File: src/rtl/datapath_ctrl.sv
// Multi-cycle control FSM for the single-datapath core: fetch/decode/exec/mem/wb sequencing,
// data-memory wait handshake and sticky illegal-opcode trap. Optional perf counters: DPCTRL_PERF_EN.
module datapath_ctrl #(
  parameter bit TRAP_ON_ILLEGAL = 1'b1
) (
  input  logic        clk,
  input  logic        rst,
  input  logic        run,
  input  logic [31:0] instr,
  input  logic [4:0]  status,
  input  logic        mem_ready,
  output logic        ir_we,
  output logic        pc_we,
  output logic        pcsrc,
  output logic        alusrc,
  output logic [3:0]  aluop,
  output logic        memrw,
  output logic        wb,
  output logic        regrw,
  output logic [1:0]  immgen_ctrl,
  output logic        trap,
  output logic [31:0] cycle_cnt,
  output logic [31:0] instret_cnt
);

  typedef enum logic [2:0] {
    S_FETCH  = 3'd0,
    S_DECODE = 3'd1,
    S_EXEC   = 3'd2,
    S_MEM    = 3'd3,
    S_WB     = 3'd4,
    S_TRAP   = 3'd5
  } state_t;

  typedef enum logic [2:0] {
    K_NONE   = 3'd0,
    K_R      = 3'd1,
    K_I      = 3'd2,
    K_LOAD   = 3'd3,
    K_STORE  = 3'd4,
    K_BRANCH = 3'd5
  } kind_t;

  localparam logic [6:0] OP_R      = 7'b0110011;
  localparam logic [6:0] OP_I      = 7'b0010011;
  localparam logic [6:0] OP_LOAD   = 7'b0000011;
  localparam logic [6:0] OP_STORE  = 7'b0100011;
  localparam logic [6:0] OP_BRANCH = 7'b1100011;

  localparam logic [3:0] ALU_ADD = 4'b0000;
  localparam logic [3:0] ALU_XOR = 4'b0001;
  localparam logic [3:0] ALU_AND = 4'b0010;
  localparam logic [3:0] ALU_OR  = 4'b0011;
  localparam logic [3:0] ALU_NOR = 4'b0100;
  localparam logic [3:0] ALU_SL  = 4'b0101;
  localparam logic [3:0] ALU_SR  = 4'b0110;
  localparam logic [3:0] ALU_SUB = 4'b0111;

  localparam logic [1:0] IMM_I = 2'b00;
  localparam logic [1:0] IMM_S = 2'b01;
  localparam logic [1:0] IMM_B = 2'b10;

  // Returns {legal, aluop} for R/I-ALU funct3; NOR only exists in the R encoding.
  function automatic logic [4:0] alu_decode(input logic [2:0] f3, input logic is_r, input logic alt);
    logic [4:0] res;
    res = 5'b0_0000;
    case (f3)
      3'b000:  res = {1'b1, ALU_ADD};
      3'b100:  res = {1'b1, ALU_XOR};
      3'b111:  res = {1'b1, ALU_AND};
      3'b110:  res = (is_r && alt) ? {1'b1, ALU_NOR} : {1'b1, ALU_OR};
      3'b001:  res = {1'b1, ALU_SL};
      3'b101:  res = {1'b1, ALU_SR};
      default: res = 5'b0_0000;
    endcase
    return res;
  endfunction

  function automatic logic br_legal(input logic [2:0] f3);
    logic ok;
    case (f3)
      3'b000, 3'b001, 3'b100, 3'b101: ok = 1'b1;
      default:                        ok = 1'b0;
    endcase
    return ok;
  endfunction

  // Signed less-than from the SUB flags is neg XOR ovf.
  function automatic logic br_taken(input logic [2:0] f3, input logic [4:0] st);
    logic tk;
    case (f3)
      3'b000:  tk = st[0];
      3'b001:  tk = ~st[0];
      3'b100:  tk = st[1] ^ st[3];
      3'b101:  tk = ~(st[1] ^ st[3]);
      default: tk = 1'b0;
    endcase
    return tk;
  endfunction

  state_t      state_r, state_s;
  kind_t       kind_r, dec_kind_s;
  logic [2:0]  funct3_r;
  logic [3:0]  aluop_r, dec_aluop_s;
  logic        alusrc_r, dec_alusrc_s;
  logic [1:0]  imm_r, dec_imm_s;
  logic        wb_r;
  logic        dec_legal_s;
  logic [4:0]  alu_res_s;
  logic        ir_we_s, pc_we_s, pcsrc_s, memrw_s, regrw_s;
  logic        unused_bits_s;

  assign unused_bits_s = ^{instr[31], instr[29:15], instr[11:7], status[4], status[2]};

  // Instruction decode of the IR word presented by the datapath.
  always_comb begin
    dec_kind_s   = K_NONE;
    dec_aluop_s  = ALU_ADD;
    dec_alusrc_s = 1'b0;
    dec_imm_s    = IMM_I;
    dec_legal_s  = 1'b0;
    alu_res_s    = alu_decode(instr[14:12], (instr[6:0] == OP_R), instr[30]);
    case (instr[6:0])
      OP_R: begin
        dec_kind_s  = K_R;
        dec_aluop_s = alu_res_s[3:0];
        dec_legal_s = alu_res_s[4];
      end
      OP_I: begin
        dec_kind_s   = K_I;
        dec_aluop_s  = alu_res_s[3:0];
        dec_alusrc_s = 1'b1;
        dec_legal_s  = alu_res_s[4];
      end
      OP_LOAD: begin
        dec_kind_s   = K_LOAD;
        dec_alusrc_s = 1'b1;
        dec_legal_s  = 1'b1;
      end
      OP_STORE: begin
        dec_kind_s   = K_STORE;
        dec_alusrc_s = 1'b1;
        dec_imm_s    = IMM_S;
        dec_legal_s  = 1'b1;
      end
      OP_BRANCH: begin
        dec_kind_s  = K_BRANCH;
        dec_aluop_s = ALU_SUB;
        dec_imm_s   = IMM_B;
        dec_legal_s = br_legal(instr[14:12]);
      end
      default: begin
        dec_kind_s  = K_NONE;
        dec_legal_s = 1'b0;
      end
    endcase
  end

  // Next-state and per-phase strobe generation.
  always_comb begin
    state_s = state_r;
    ir_we_s = 1'b0;
    pc_we_s = 1'b0;
    pcsrc_s = 1'b0;
    memrw_s = 1'b0;
    regrw_s = 1'b0;
    case (state_r)
      S_FETCH: begin
        if (run) begin
          ir_we_s = 1'b1;
          state_s = S_DECODE;
        end else begin
          state_s = S_FETCH;
        end
      end
      S_DECODE: begin
        if (dec_legal_s) begin
          state_s = S_EXEC;
        end else if (TRAP_ON_ILLEGAL) begin
          state_s = S_TRAP;
        end else begin
          pc_we_s = 1'b1;
          state_s = S_FETCH;
        end
      end
      S_EXEC: begin
        case (kind_r)
          K_R, K_I:         state_s = S_WB;
          K_LOAD, K_STORE:  state_s = S_MEM;
          K_BRANCH: begin
            pc_we_s = 1'b1;
            pcsrc_s = br_taken(funct3_r, status);
            state_s = S_FETCH;
          end
          default:          state_s = S_FETCH;
        endcase
      end
      S_MEM: begin
        // A store's completing cycle carries both the write and the PC update.
        memrw_s = (kind_r == K_STORE);
        if (!mem_ready) begin
          state_s = S_MEM;
        end else if (kind_r == K_STORE) begin
          pc_we_s = 1'b1;
          state_s = S_FETCH;
        end else begin
          state_s = S_WB;
        end
      end
      S_WB: begin
        regrw_s = 1'b1;
        pc_we_s = 1'b1;
        state_s = S_FETCH;
      end
      S_TRAP: begin
        state_s = S_TRAP;
      end
      default: begin
        state_s = S_FETCH;
      end
    endcase
  end

  // State register.
  always_ff @(posedge clk or negedge rst) begin
    if (!rst) begin
      state_r <= S_FETCH;
    end else begin
      state_r <= state_s;
    end
  end

  // Decode registers: captured in DECODE, held until the next DECODE.
  always_ff @(posedge clk or negedge rst) begin
    if (!rst) begin
      kind_r   <= K_NONE;
      funct3_r <= 3'b000;
      aluop_r  <= 4'b0000;
      alusrc_r <= 1'b0;
      imm_r    <= 2'b00;
      wb_r     <= 1'b0;
    end else if (state_r == S_DECODE) begin
      if (dec_legal_s) begin
        kind_r   <= dec_kind_s;
        funct3_r <= instr[14:12];
        aluop_r  <= dec_aluop_s;
        alusrc_r <= dec_alusrc_s;
        imm_r    <= dec_imm_s;
        wb_r     <= (dec_kind_s == K_LOAD);
      end else begin
        kind_r   <= K_NONE;
        funct3_r <= 3'b000;
        aluop_r  <= 4'b0000;
        alusrc_r <= 1'b0;
        imm_r    <= 2'b00;
        wb_r     <= 1'b0;
      end
    end else begin
      kind_r   <= kind_r;
      funct3_r <= funct3_r;
      aluop_r  <= aluop_r;
      alusrc_r <= alusrc_r;
      imm_r    <= imm_r;
      wb_r     <= wb_r;
    end
  end

  // Strobes are masked by reset so an asserted rst kills them in the same cycle.
  assign ir_we       = ir_we_s & rst;
  assign pc_we       = pc_we_s & rst;
  assign pcsrc       = pcsrc_s & rst;
  assign memrw       = memrw_s & rst;
  assign regrw       = regrw_s & rst;
  assign trap        = (state_r == S_TRAP);
  assign aluop       = aluop_r;
  assign alusrc      = alusrc_r;
  assign immgen_ctrl = imm_r;
  assign wb          = wb_r;

`ifdef DPCTRL_PERF_EN
  logic [31:0] cycle_cnt_r;
  logic [31:0] instret_cnt_r;

  // Performance counters; both wrap naturally at 2^32.
  always_ff @(posedge clk or negedge rst) begin
    if (!rst) begin
      cycle_cnt_r   <= 32'd0;
      instret_cnt_r <= 32'd0;
    end else begin
      if (state_r != S_TRAP) begin
        cycle_cnt_r <= cycle_cnt_r + 32'd1;
      end else begin
        cycle_cnt_r <= cycle_cnt_r;
      end
      if (pc_we_s) begin
        instret_cnt_r <= instret_cnt_r + 32'd1;
      end else begin
        instret_cnt_r <= instret_cnt_r;
      end
    end
  end

  assign cycle_cnt   = cycle_cnt_r;
  assign instret_cnt = instret_cnt_r;
`else
  assign cycle_cnt   = 32'd0;
  assign instret_cnt = 32'd0;
`endif

endmodule
File: config.mk
export PLATFORM = sky130hd
export DESIGN_NAME = datapath_ctrl
export DESIGN_NICKNAME = d
export VERILOG_FILES = /design/src/rtl/datapath_ctrl.sv
export SDC_FILE = /design/constraint.sdc
export NUM_CORES = 1
export LEC_CHECK = 0
export BUFFER_PORTS_ARGS = -buffer_cell sky130_fd_sc_hd__buf_2
export CAP_MARGIN = 20
export CORE_MARGIN = 2
export CORE_UTILIZATION = 43
export DETAILED_ROUTE_END_ITERATION = 7
export PLACE_DENSITY = 0.85
export SLEW_MARGIN = 0
export SYNTH_ARGS = -nofsm -noshare
export SYNTH_HDL_FRONTEND = slang
export SYNTH_SLANG_ARGS = --single-unit
File: constraint.sdc
create_clock -name clk -period 2.55 [get_ports clk]
set_input_delay 0.3825 -clock clk [delete_from_list [all_inputs] [get_ports clk]]
set_output_delay 0.3825 -clock clk [all_outputs]
set_load 0.1 [all_outputs]
**Word level (Yosys, flattened, before mapping)**

Index checks and enable logic that the tools add are counted.

- Bitwise operators: 8
- Mux-type cells: 31
- Equality and inequality tests: 24
- Reductions and logical operators: 10

Operators by type and width:

| cell | count |
|---|---|
| equality test 3 bit, second input constant | 10 |
| case mux 3 bit (5 select lines) | 2 |
| case mux 5 bit (6 select lines) | 1 |
| two-way mux 3 bit | 6 |
| equality test 3 x 2 -> 1 bit, second input constant | 5 |
| equality test 7 x 6 -> 1 bit, second input constant | 2 |
| two-way mux 1 bit | 14 |
| equality test 3 x 1 -> 1 bit, second input constant | 4 |
| zero test 3 bit | 3 |
| case mux 4 bit (2 select lines) | 1 |
| OR reduction 2 bit | 4 |
| equality test 7 x 2 -> 1 bit, second input constant | 1 |
| equality test 7 x 5 -> 1 bit, second input constant | 1 |
| equality test 7 bit, second input constant | 1 |
| case mux 1 bit (3 select lines) | 2 |
| case mux 3 bit (2 select lines) | 1 |
| bitwise AND 1 bit | 5 |
| two-way mux 4 bit | 1 |
| case mux 1 bit (4 select lines) | 1 |
| case mux 2 bit (2 select lines) | 1 |
| OR reduction 4 bit | 1 |
| OR reduction 3 bit | 1 |
| two-way mux 2 bit | 1 |
| NOT 1 bit | 2 |
| 2 further kinds | 2 |

- Bits in registers: 17
- Word-level logic and storage cells: 80

**Logic depth before layout (Yosys ltp)**

Gate-level depths: netlist of run 1.

- Word-level depth: 7
- Gate-level depth with buffers: 6

**Worst setup path before layout of run 1**

No wires, ideal clock.

- Path type: register to output
- Start point: register state_r[1]
- End point: output pc_we
- Path buffers: 1
- Arrival: 4.564 ns
- Data required time: 2.168 ns
- Slack: -2.396 ns
- Stages on the path, launching flop included: 4
- Cell sequence: dfrtp_1 buf_6 nor4b_1 a211o_1

- Word-level cells in the longest chain between the ends: 3
- Elaborated cells between the ends (all ways): 5

Ends and longest elaborated chain:

| element | RTL line | source |
|---|---|---|
| start, declared | 101 | `state_t state_r, state_s;` |
| start signal, assigned | 229 | `state_r <= state_s;` |
| equality test 3 bit / equality test 3 x 2 -> 1 bit (equally long branches) | 167 | `case (state_r)` |
| case mux 1 bit (3 select lines) (*) | 167 |  |
| bitwise AND 1 bit (*) | 270 | `assign pc_we = pc_we_s & rst;` |
| end, declared | 13 | `output logic pc_we,` |

Every way passes the cells marked *; elsewhere a longest branch is shown, timed or not.

**Worst setup path in the final report of run 1**

- Start point: register state_r[1]
- End point: output pcsrc

- Word-level cells in the longest chain between the ends: 3

Ends and longest elaborated chain:

| element | RTL line | source |
|---|---|---|
| equality test 3 x 2 -> 1 bit | 167 |  |
| two-way mux 1 bit | 167 |  |
| bitwise AND 1 bit | 271 | `assign pcsrc = pcsrc_s & rst;` |
| end, declared | 14 | `output logic pcsrc,` |

No other way between the ends.

==> results of run 1 <==
-- per-stage QoR --
stage                     utilization (%)  worst slack (ns)  TNS [ns]
final                                46.5             0.276         0
after detailed placement             45.3             0.450         0
after floorplan                         -            -0.482    -0.482
after global routing                 46.5             0.154         0
after CTS                            46.4             0.111         0
after global placement               45.3             0.445         0
-- layout make-up --
cell class / count / area [sq um]
fillers: 346 / 1810
multi-input cells: 151 / 881
repair buffers: 31 / 188
clock buffers: 4 / 36.3
inverters: 4 / 15.0
well taps: 46 / 57.6
flip-flops and latches: 16 / 400
-- timing repair --
action / CTS / global route
setup endpoints to repair: 0 / 1
gates resized for setup: 0 / 1
setup buffers: 0 / 0
hold buffers: 0 / 0
-- layout by cell type, fill, tap and decap left out, drive strengths merged, types with 2 or more instances in the layout --
cell,synthesis,routed
nand2b,2,2
nand3,3,3
xnor2,2,2
nor4b,2,2
a22o,3,3
conb,1,65
dfrtp,16,16
nor2,5,5
clkbuf,0,4
nand2,20,20
o31ai,5,5
nor3b,5,5
nor2b,7,7
a21o,2,2
buf,69,31
nand4,4,4
inv,4,4
a21oi,5,5
o21ai,4,4
-- registers in the layout, summed over array words and instances (netlist names) --
register     flops
kind_r           3
alusrc           1
immgen_ctrl      2
state_r          3
funct3_r         3
wb               1
aluop            3
-- final timing paths --
path | start | endpoint | slack [ns] | cells past startpoint
max | state_r[1] | pcsrc | 0.28 | 4
max in group asynchronous | rst | aluop[0] | 2.30 | 2
min in group clk | instr[5] | wb | 0.37 | 2
min | rst | immgen_ctrl[1] | 0.06 | 2
max reg2reg | state_r[1] | aluop[2] | 0.85 | 4
min reg2reg | immgen_ctrl[1] | immgen_ctrl[1] | 0.49 | 2
-- layer usage --
metal | routed length [um] | global-route usage [%] | vias up
met3 | 219 | 2.11 | 4
met2 | 1260 | 21.9 | 53
met1 | 1100 | 16.9 | 507
met5 | 0 | 0 | -
li1 | - | - | 530
met4 | 21 | 2.45 | 0
-- power by group through the flow --
| stage | sequential, W | clock (W) | combinational (W) |
|---|---|---|---|
| 3_5_place_dp | 0.000315 | 0 | 0.000806 |
| 2_1_floorplan | 0.000340 | 0 | 0.000808 |
| 5_1_grt | 0.000315 | 0.000183 | 0.000842 |
| 3_3_place_gp | 0.000312 | 0 | 0.000802 |
| 4_1_cts | 0.000310 | 0.000173 | 0.000807 |
| 6_report | 0.000310 | 0.000169 | 0.000806 |
-- kinds of logic (layout without fill, tap and decap cells) --
| kind of cell | after synthesis | in the layout | share of synthesized area, % |
|---|---|---|---|
| compound gates | 28 | 28 | 15.1 |
| xor+xnor | 2 | 2 | 1.14 |
| buf+inv | 73 | 39 | 35.5 |
| flops | 16 | 16 | 26.0 |
| other cells | 1 | 65 | 0.243 |
| simple gates | 56 | 56 | 22.1 |
==> flow_summary.json, run 1 <==
{
  "routabilityCongestion": 0.789,
  "final_nets": 248,
  "core_area_sq_um": 3390,
  "drv_slew": 0,
  "fin_hold_ws_ns": 0.0579,
  "rsz0062_at_grt": "false",
  "slowest_delay_ns": 0.59,
  "synth_edf_count": 0,
  "die-area_sq_um": 4080,
  "synthTopCellsByArea": "buf_4 (32%), dfrtp_1 (26%), nand2_1 (4.6%)",
  "p_sw_w": 0.000816,
  "n_antenna_cell": 0,
  "clock_latency_ns": 0.29,
  "cp.required_ns": 2.17,
  "via_per_inst": 4.34,
  "syn_area_per_cell_sq_um": 8.77,
  "synthCells": 176,
  "drv_cap": 0,
  "drc_errors": 0,
  "synth_largest_area_cell": "buf_4",
  "synth.most_common_cell": "buf_4",
  "die_h_um": 63.9,
  "fp.dieW_um": 63.9,
  "pwr-share-seq_pct": 24.1,
  "swShare_pct": 63.5,
  "ys.flop_type": "dfrtp_1",
  "grt_util_all_layers_pct": 12.7,
  "syn_area_sq_um": 1540,
  "worst_slew_margin_rel_pct": 59.8,
  "synth_common_cells": "buf_4 (66), nand2_1 (19), dfrtp_1 (16)",
  "power.leakage_nw": 0.837,
  "cts_buffers": 3,
  "finalHoldViolCount": 0,
  "htree_levels": 1,
  "setup_violations": 0,
  "drt_first_pass_iters": 5,
  "cts_tree": "yes",
  "crit_chain": "nand2_1, nor4b_2, nor3b_4, buf_12",
  "grt_max_degree": 19,
  "skew_ns": 0.00189,
  "io_pins": 119,
  "seq_area_frac_synth_pct": 26.0,
  "intPower_w": 0.000469,
  "timing.fmax_mhz": 440,
  "ys_seq_elements": 16,
  "grt_pass1_wl_um": 4310,
  "cp-end-kind": "output port",
  "path_class": "register to output port",
  "p_comb_share_pct": 62.7,
  "cp_top_family": "simple AND/OR/NAND/NOR gates",
  "cts.clk_slew.worst_paths_ns": 0.09,
  "vias": 1094,
  "async_reset_ff_share_pct": 100,
  "p_total_w": 0.00128,
  "area_growth_pct": 2.27,
  "min_path_type": "primary input to asynchronous set/reset pin",
  "power.share.clock_pct": 13.2,
  "slowest_stage": "dfrtp_1",
  "placed_cell_area_sq_um": 1540,
  "wl_per_cell_um": 10.3,
  "numPlacedInstances": 248,
  "cp.buffers_inverters": 1,
  "layout-drive-gt1-share_pct": 25.2,
  "root_buffer": "clkbuf_4",
  "final_cell_area_sq_um": 1580,
  "status": "complete, no violations",
  "ant_nets": 0,
  "layout.cells.non_filler": 252,
  "synth_cell_types": 43,
  "rows": 21,
  "arrival_ns": 1.89,
  "finalCritPeriodShare_pct": 89.2,
  "wirelength_um": 2600,
  "yosys_warnings": 0,
  "clock_path_buffers": 2,
  "drtIter0Drc": 18,
  "cp-start-kind": "register",
  "fin_crit_ns": 2.27,
  "antenna_found_initial": 0,
  "crit_fanout": 9,
  "start_util_pct": 45.5,
  "overflow": 0,
  "synth_top_area_share_pct": 32.1,
  "power_density_nw_per_um2": 814,
  "tightest_slew_ns": 0.603,
  "hpwl_um": 2100,
  "place.port_buffers": 30,
  "clkSinkCount": 16,
  "grt_pass1_vias": 943,
  "ir_drop_v": 0.000297
}
(Power assumes the default switching activity.)
==> run 2: changes to the inputs <==
--- a/config.mk
+++ b/config.mk
@@ -11,6 +11,7 @@
 export CORE_UTILIZATION = 43
 export DETAILED_ROUTE_END_ITERATION = 7
 export PLACE_DENSITY = 0.85
+export RECOVER_POWER = 25
 export SLEW_MARGIN = 0
 export SYNTH_ARGS = -nofsm -noshare
 export SYNTH_HDL_FRONTEND = slang
==> flow_summary.json, run 2 (same netlist as run 1, synthesis figures left out) <==
{
  "hpwl_um": 2100,
  "wl_met1_um": 1110,
  "fp.dieW_um": 63.9,
  "power_density_nw_per_um2": 815,
  "ant_nets": 0,
  "grt_pass1_wl_um": 4310,
  "core_area_sq_um": 3390,
  "vias": 1087,
  "min_path_type": "primary input to asynchronous set/reset pin",
  "postCtsSetupRepairBufs": 0,
  "dr_wl_met2_um": 1260,
  "antenna_found_initial": 0,
  "cts.clk_slew.worst_paths_ns": 0.10,
  "cp_top_family": "simple AND/OR/NAND/NOR gates",
  "status": "complete, no violations",
  "clkSinkCount": 16,
  "worst_slew_margin_rel_pct": 59.7,
  "critPathLaunch": "state_r[1]",
  "routabilityCongestion": 0.789,
  "drv_cap": 0,
  "crit_fanout": 9,
  "cts_tree": "yes",
  "swShare_pct": 63.6,
  "cts_buffers": 3,
  "reg2reg_to": "aluop[2]",
  "drv_slew": 0,
  "n_antenna_cell": 0,
  "skew_ns": 0.00324,
  "area_growth_pct": 2.19,
  "power.leakage_nw": 0.835,
  "wl_met3_um": 212,
  "drtIter0Drc": 18,
  "drt_first_pass_iters": 4,
  "intPower_w": 0.000469,
  "grt_pass1_vias": 943,
  "grt_util_all_layers_pct": 12.7,
  "cp-start-kind": "register",
  "p_sw_w": 0.000817,
  "arrival_ns": 1.89,
  "drc_errors": 0,
  "wl_per_cell_um": 10.3,
  "placed_cell_area_sq_um": 1540,
  "p_comb_share_pct": 62.7,
  "slowest_delay_ns": 0.59,
  "start_util_pct": 45.5,
  "postCtsHoldBufs": 0,
  "final_cell_area_sq_um": 1580,
  "htree_levels": 1,
  "slowest_stage": "dfrtp_1",
  "reg2reg_depth": 4,
  "r2r-start": "state_r[1]",
  "final_nets": 248,
  "final_common_cell": "conb_1",
  "root_buffer": "clkbuf_4",
  "fin_crit_ns": 2.28,
  "wirelength_um": 2610,
  "power.share.clock_pct": 13.2,
  "crit_end": "pcsrc",
  "layout-drive-gt1-share_pct": 24.8,
  "reg2reg_slack_ns": 0.85,
  "die_h_um": 63.9,
  "overflow": 0,
  "clock_latency_ns": 0.29,
  "io_pins": 119,
  "rows": 21,
  "crit_chain": "nand2_1, nor4b_2, nor3b_4, buf_12",
  "ir_drop_v": 0.000297,
  "cp.required_ns": 2.17,
  "cp-end-kind": "output port",
  "timing.fmax_mhz": 439,
  "via_per_inst": 4.31,
  "place.port_buffers": 30,
  "top_layer": "met4",
  "setup_violations": 0,
  "finalHoldViolCount": 0,
  "finalCritPeriodShare_pct": 89.2,
  "tightest_slew_ns": 0.604,
  "cp.buffers_inverters": 1,
  "grt_max_degree": 19,
  "path_class": "register to output port",
  "rsz0062_at_grt": "false",
  "die-area_sq_um": 4080,
  "clock_path_buffers": 2,
  "mostFrequentLayoutCells": "conb_1 (65), buf_2 (27), nand2_1 (19)",
  "worstSetupPathDepth": 4,
  "p_total_w": 0.00129,
  "pwr-share-seq_pct": 24.1
}
==> run 2: repair_timing <==
item,4_1_cts,5_1_grt
resized for setup,0,1
endpoints found under the hold margin,0,0
setup endpoints to repair,0,1
==> run 2: final cells by class <==
type / count / area [sq um]
Tap cell: 46 / 57.6
Sequential cell: 16 / 400
Clock buffer: 4 / 36.3
Multi-Input combinational cell: 151 / 881
Inverter: 4 / 15.0
Timing Repair Buffer: 31 / 186
Fill cell: 347 / 1810
==> run 2: routing by layer <==
layer,up-vias,global-route usage [%]
met4,0,2.45
met3,4,2.11
met1,502,16.9
met2,51,21.9
met5,-,0
li1,530,-
==> run 2: stage by stage <==
stage               TNS (ns)  instances  hold WS [ns]  util [%]  worst slack [ns]
floorplan             -0.482        240        0.0869         -            -0.482
global placement           0        248         0.384      45.3             0.445
detailed placement         0        248         0.384      45.3             0.450
CTS                        0        252        0.0681      46.4             0.111
global route               0        252         0.134      46.5             0.154
finish                     0        252        0.0945      46.5             0.274
==> run 2: worst min path at each step <==
stage,endpoint,slack (ns),depth (start not counted)
CTS,immgen_ctrl[1],0.07,2
finish,kind_r[0],0.09,2
detailed placement,funct3_r[2],0.38,2
floorplan,aluop[0],0.09,0
global placement,immgen_ctrl[1],0.38,2
global route,funct3_r[0],0.13,2
==> run 2: power by group through the flow <==
stage          clock network [W]  registers, W  logic, W
2_1_floorplan                  0      0.000340  0.000808
3_3_place_gp                   0      0.000312  0.000802
3_5_place_dp                   0      0.000315  0.000806
4_1_cts                 0.000173      0.000310  0.000807
5_1_grt                 0.000183      0.000315  0.000842
6_report                0.000170      0.000310  0.000806
==> run 2: worst register-to-register path: cells and delay by family, from the launching register on <==
kind	cells	cell delay [ns]
AO/OA/AOI/OAI	1	0.15
flip-flops	1	0.53
AND/OR/NAND/NOR	3	0.92
==> run 3: changes to the inputs <==
--- a/config.mk
+++ b/config.mk
@@ -7,7 +7,6 @@
 export LEC_CHECK = 0
 export BUFFER_PORTS_ARGS = -buffer_cell sky130_fd_sc_hd__buf_2
 export CAP_MARGIN = 20
-export CORE_MARGIN = 2
 export CORE_UTILIZATION = 43
 export DETAILED_ROUTE_END_ITERATION = 7
 export PLACE_DENSITY = 0.85
==> flow_summary.json, run 3 (same netlist as run 1, synthesis figures left out) <==
{
  "die-area_sq_um": 3830,
  "cp.buffers_inverters": 1,
  "final_cell_area_sq_um": 1570,
  "placed_cell_area_sq_um": 1530,
  "root_buffer": "clkbuf_4",
  "antenna_found_initial": 0,
  "rows": 21,
  "p_total_w": 0.00127,
  "clock_latency_ns": 0.29,
  "setup_violations": 0,
  "final_nets": 249,
  "grt_pass1_wl_um": 3810,
  "slowest_delay_ns": 0.48,
  "core_area_sq_um": 3390,
  "grt_pass1_vias": 903,
  "r2r-start": "state_r[1]",
  "skew_ns": 0.000850,
  "use_met3_pct": 1.86,
  "cp.required_ns": 2.17,
  "tightest_slew_ns": 0.581,
  "reg2reg_to": "aluop[2]",
  "grt_busiest_layer": "met2",
  "rsz0062_at_grt": "false",
  "crit_fanout": 8,
  "clkSinkCount": 16,
  "fill_cells": 343,
  "mostFrequentLayoutCells": "conb_1 (65), buf_2 (27), nand2_1 (19)",
  "cp-start-kind": "register",
  "status": "complete, no violations",
  "layout-drive-gt1-share_pct": 24.6,
  "drc_errors": 0,
  "wl_per_cell_um": 9.61,
  "clock_path_buffers": 2,
  "routabilityCongestion": 0.807,
  "slowest_stage": "dfrtp_1",
  "reg2reg_depth": 5,
  "area_growth_pct": 1.46,
  "crit_chain": "nor2_1, nand2_1, nor4b_1, nor3b_4, buf_12",
  "grt_util_met1_pct": 16.9,
  "drv_slew": 0,
  "finalHoldViolCount": 0,
  "worstSetupPathDepth": 5,
  "n_antenna_cell": 0,
  "path_class": "register to output port",
  "place.port_buffers": 30,
  "overflow": 0,
  "finalCritPeriodShare_pct": 91.3,
  "cts_buffers": 3,
  "drt_first_pass_iters": 4,
  "power_density_nw_per_um2": 814,
  "reg2reg_slack_ns": 0.88,
  "io_pins": 119,
  "start_util_pct": 45.5,
  "drtIter0Drc": 23,
  "cp-end-kind": "output port",
  "ir_drop_v": 0.000293,
  "power.leakage_nw": 0.837,
  "drv_cap": 0,
  "htree_levels": 1,
  "fin_crit_ns": 2.33,
  "die_h_um": 61.9,
  "fin_hold_ws_ns": 0.0866,
  "timing.fmax_mhz": 430,
  "postCtsSetupRepairBufs": 0,
  "vias": 1100,
  "critPathLaunch": "state_r[0]",
  "crit_end": "pcsrc",
  "hpwl_um": 2030,
  "tns_ns": 0,
  "wirelength_um": 2430,
  "cp_top_family": "simple AND/OR/NAND/NOR gates",
  "grt_use_met2_pct": 23.0,
  "final_common_cell": "conb_1",
  "postCtsHoldBufs": 0,
  "fin_util_pct": 46.2,
  "worst_slew_margin_rel_pct": 61.3,
  "cts_tree": "yes",
  "fp.dieW_um": 61.9,
  "cts.clk_slew.worst_paths_ns": 0.09,
  "grt_max_degree": 19,
  "ant_nets": 0,
  "arrival_ns": 1.94,
  "grt_util_all_layers_pct": 13.5,
  "via_per_inst": 4.35,
  "min_path_type": "primary input to asynchronous set/reset pin"
}
[run 3: changes by cell type in the layout (fill, tap and decap cells not counted), sizes merged]
cell    delta
clkbuf     +1
[run 3: what timing repair did]
action                                 CTS  global route
resized for setup                        0             1
setup endpoints to repair                0             1
endpoints found under the hold margin    0             0
[run 3: how the worst min path moves through the flow]
stage          startpoint              to  slack [ns]  cells past startpoint
2_1_floorplan         rst        aluop[0]        0.09                      0
3_3_place_gp          rst  immgen_ctrl[1]        0.38                      2
3_5_place_dp          rst     funct3_r[2]        0.38                      2
4_1_cts               rst     funct3_r[2]        0.06                      2
5_1_grt               rst     funct3_r[2]         0.1                      2
6_report              rst     funct3_r[2]        0.09                      2
[run 3: through the flow]
| stage | setup WS, ns | instances |
|---|---|---|
| 3_3_place_gp | 0.422 | 249 |
| 5_1_grt | 0.0460 | 253 |
| 2_1_floorplan | -0.482 | 240 |
| 3_5_place_dp | 0.436 | 249 |
| 6_report | 0.223 | 253 |
| 4_1_cts | 0.101 | 253 |
[run 3: cell type report]
class                      instances  area [sq um]  share of cell area, %
timing repair buffer              32           181                   11.6
clock buffer                       4          36.3                   2.32
inverter                           4          15.0                  0.959
sequential                        16           400                   25.6
tap                               46          57.6                   3.68
multi-input combinational        151           875                   55.9
[run 3: worst register-to-register path: stages, from the launching register on]
cell and delay, ns:
dfrtp_1 0.39, buf_4 0.18, or3b_1 0.64, nand2_1 0.16, nand2_1 0.06, a21o_1 0.15
[run 3: metal layers]
layer,share of wire [%],up-vias
li1,-,531
met1,43,514
met2,51,53
met3,6.0,2
met4,0.33,0
met5,0,-
[run 3: report_power, final]
part           total [W]  leakage (nW)  internal, W  switching [W]
registers       0.000310         0.215     0.000275      0.0000346
clock network   0.000168        0.0210    0.0000870      0.0000810
logic           0.000796         0.601     0.000100       0.000696
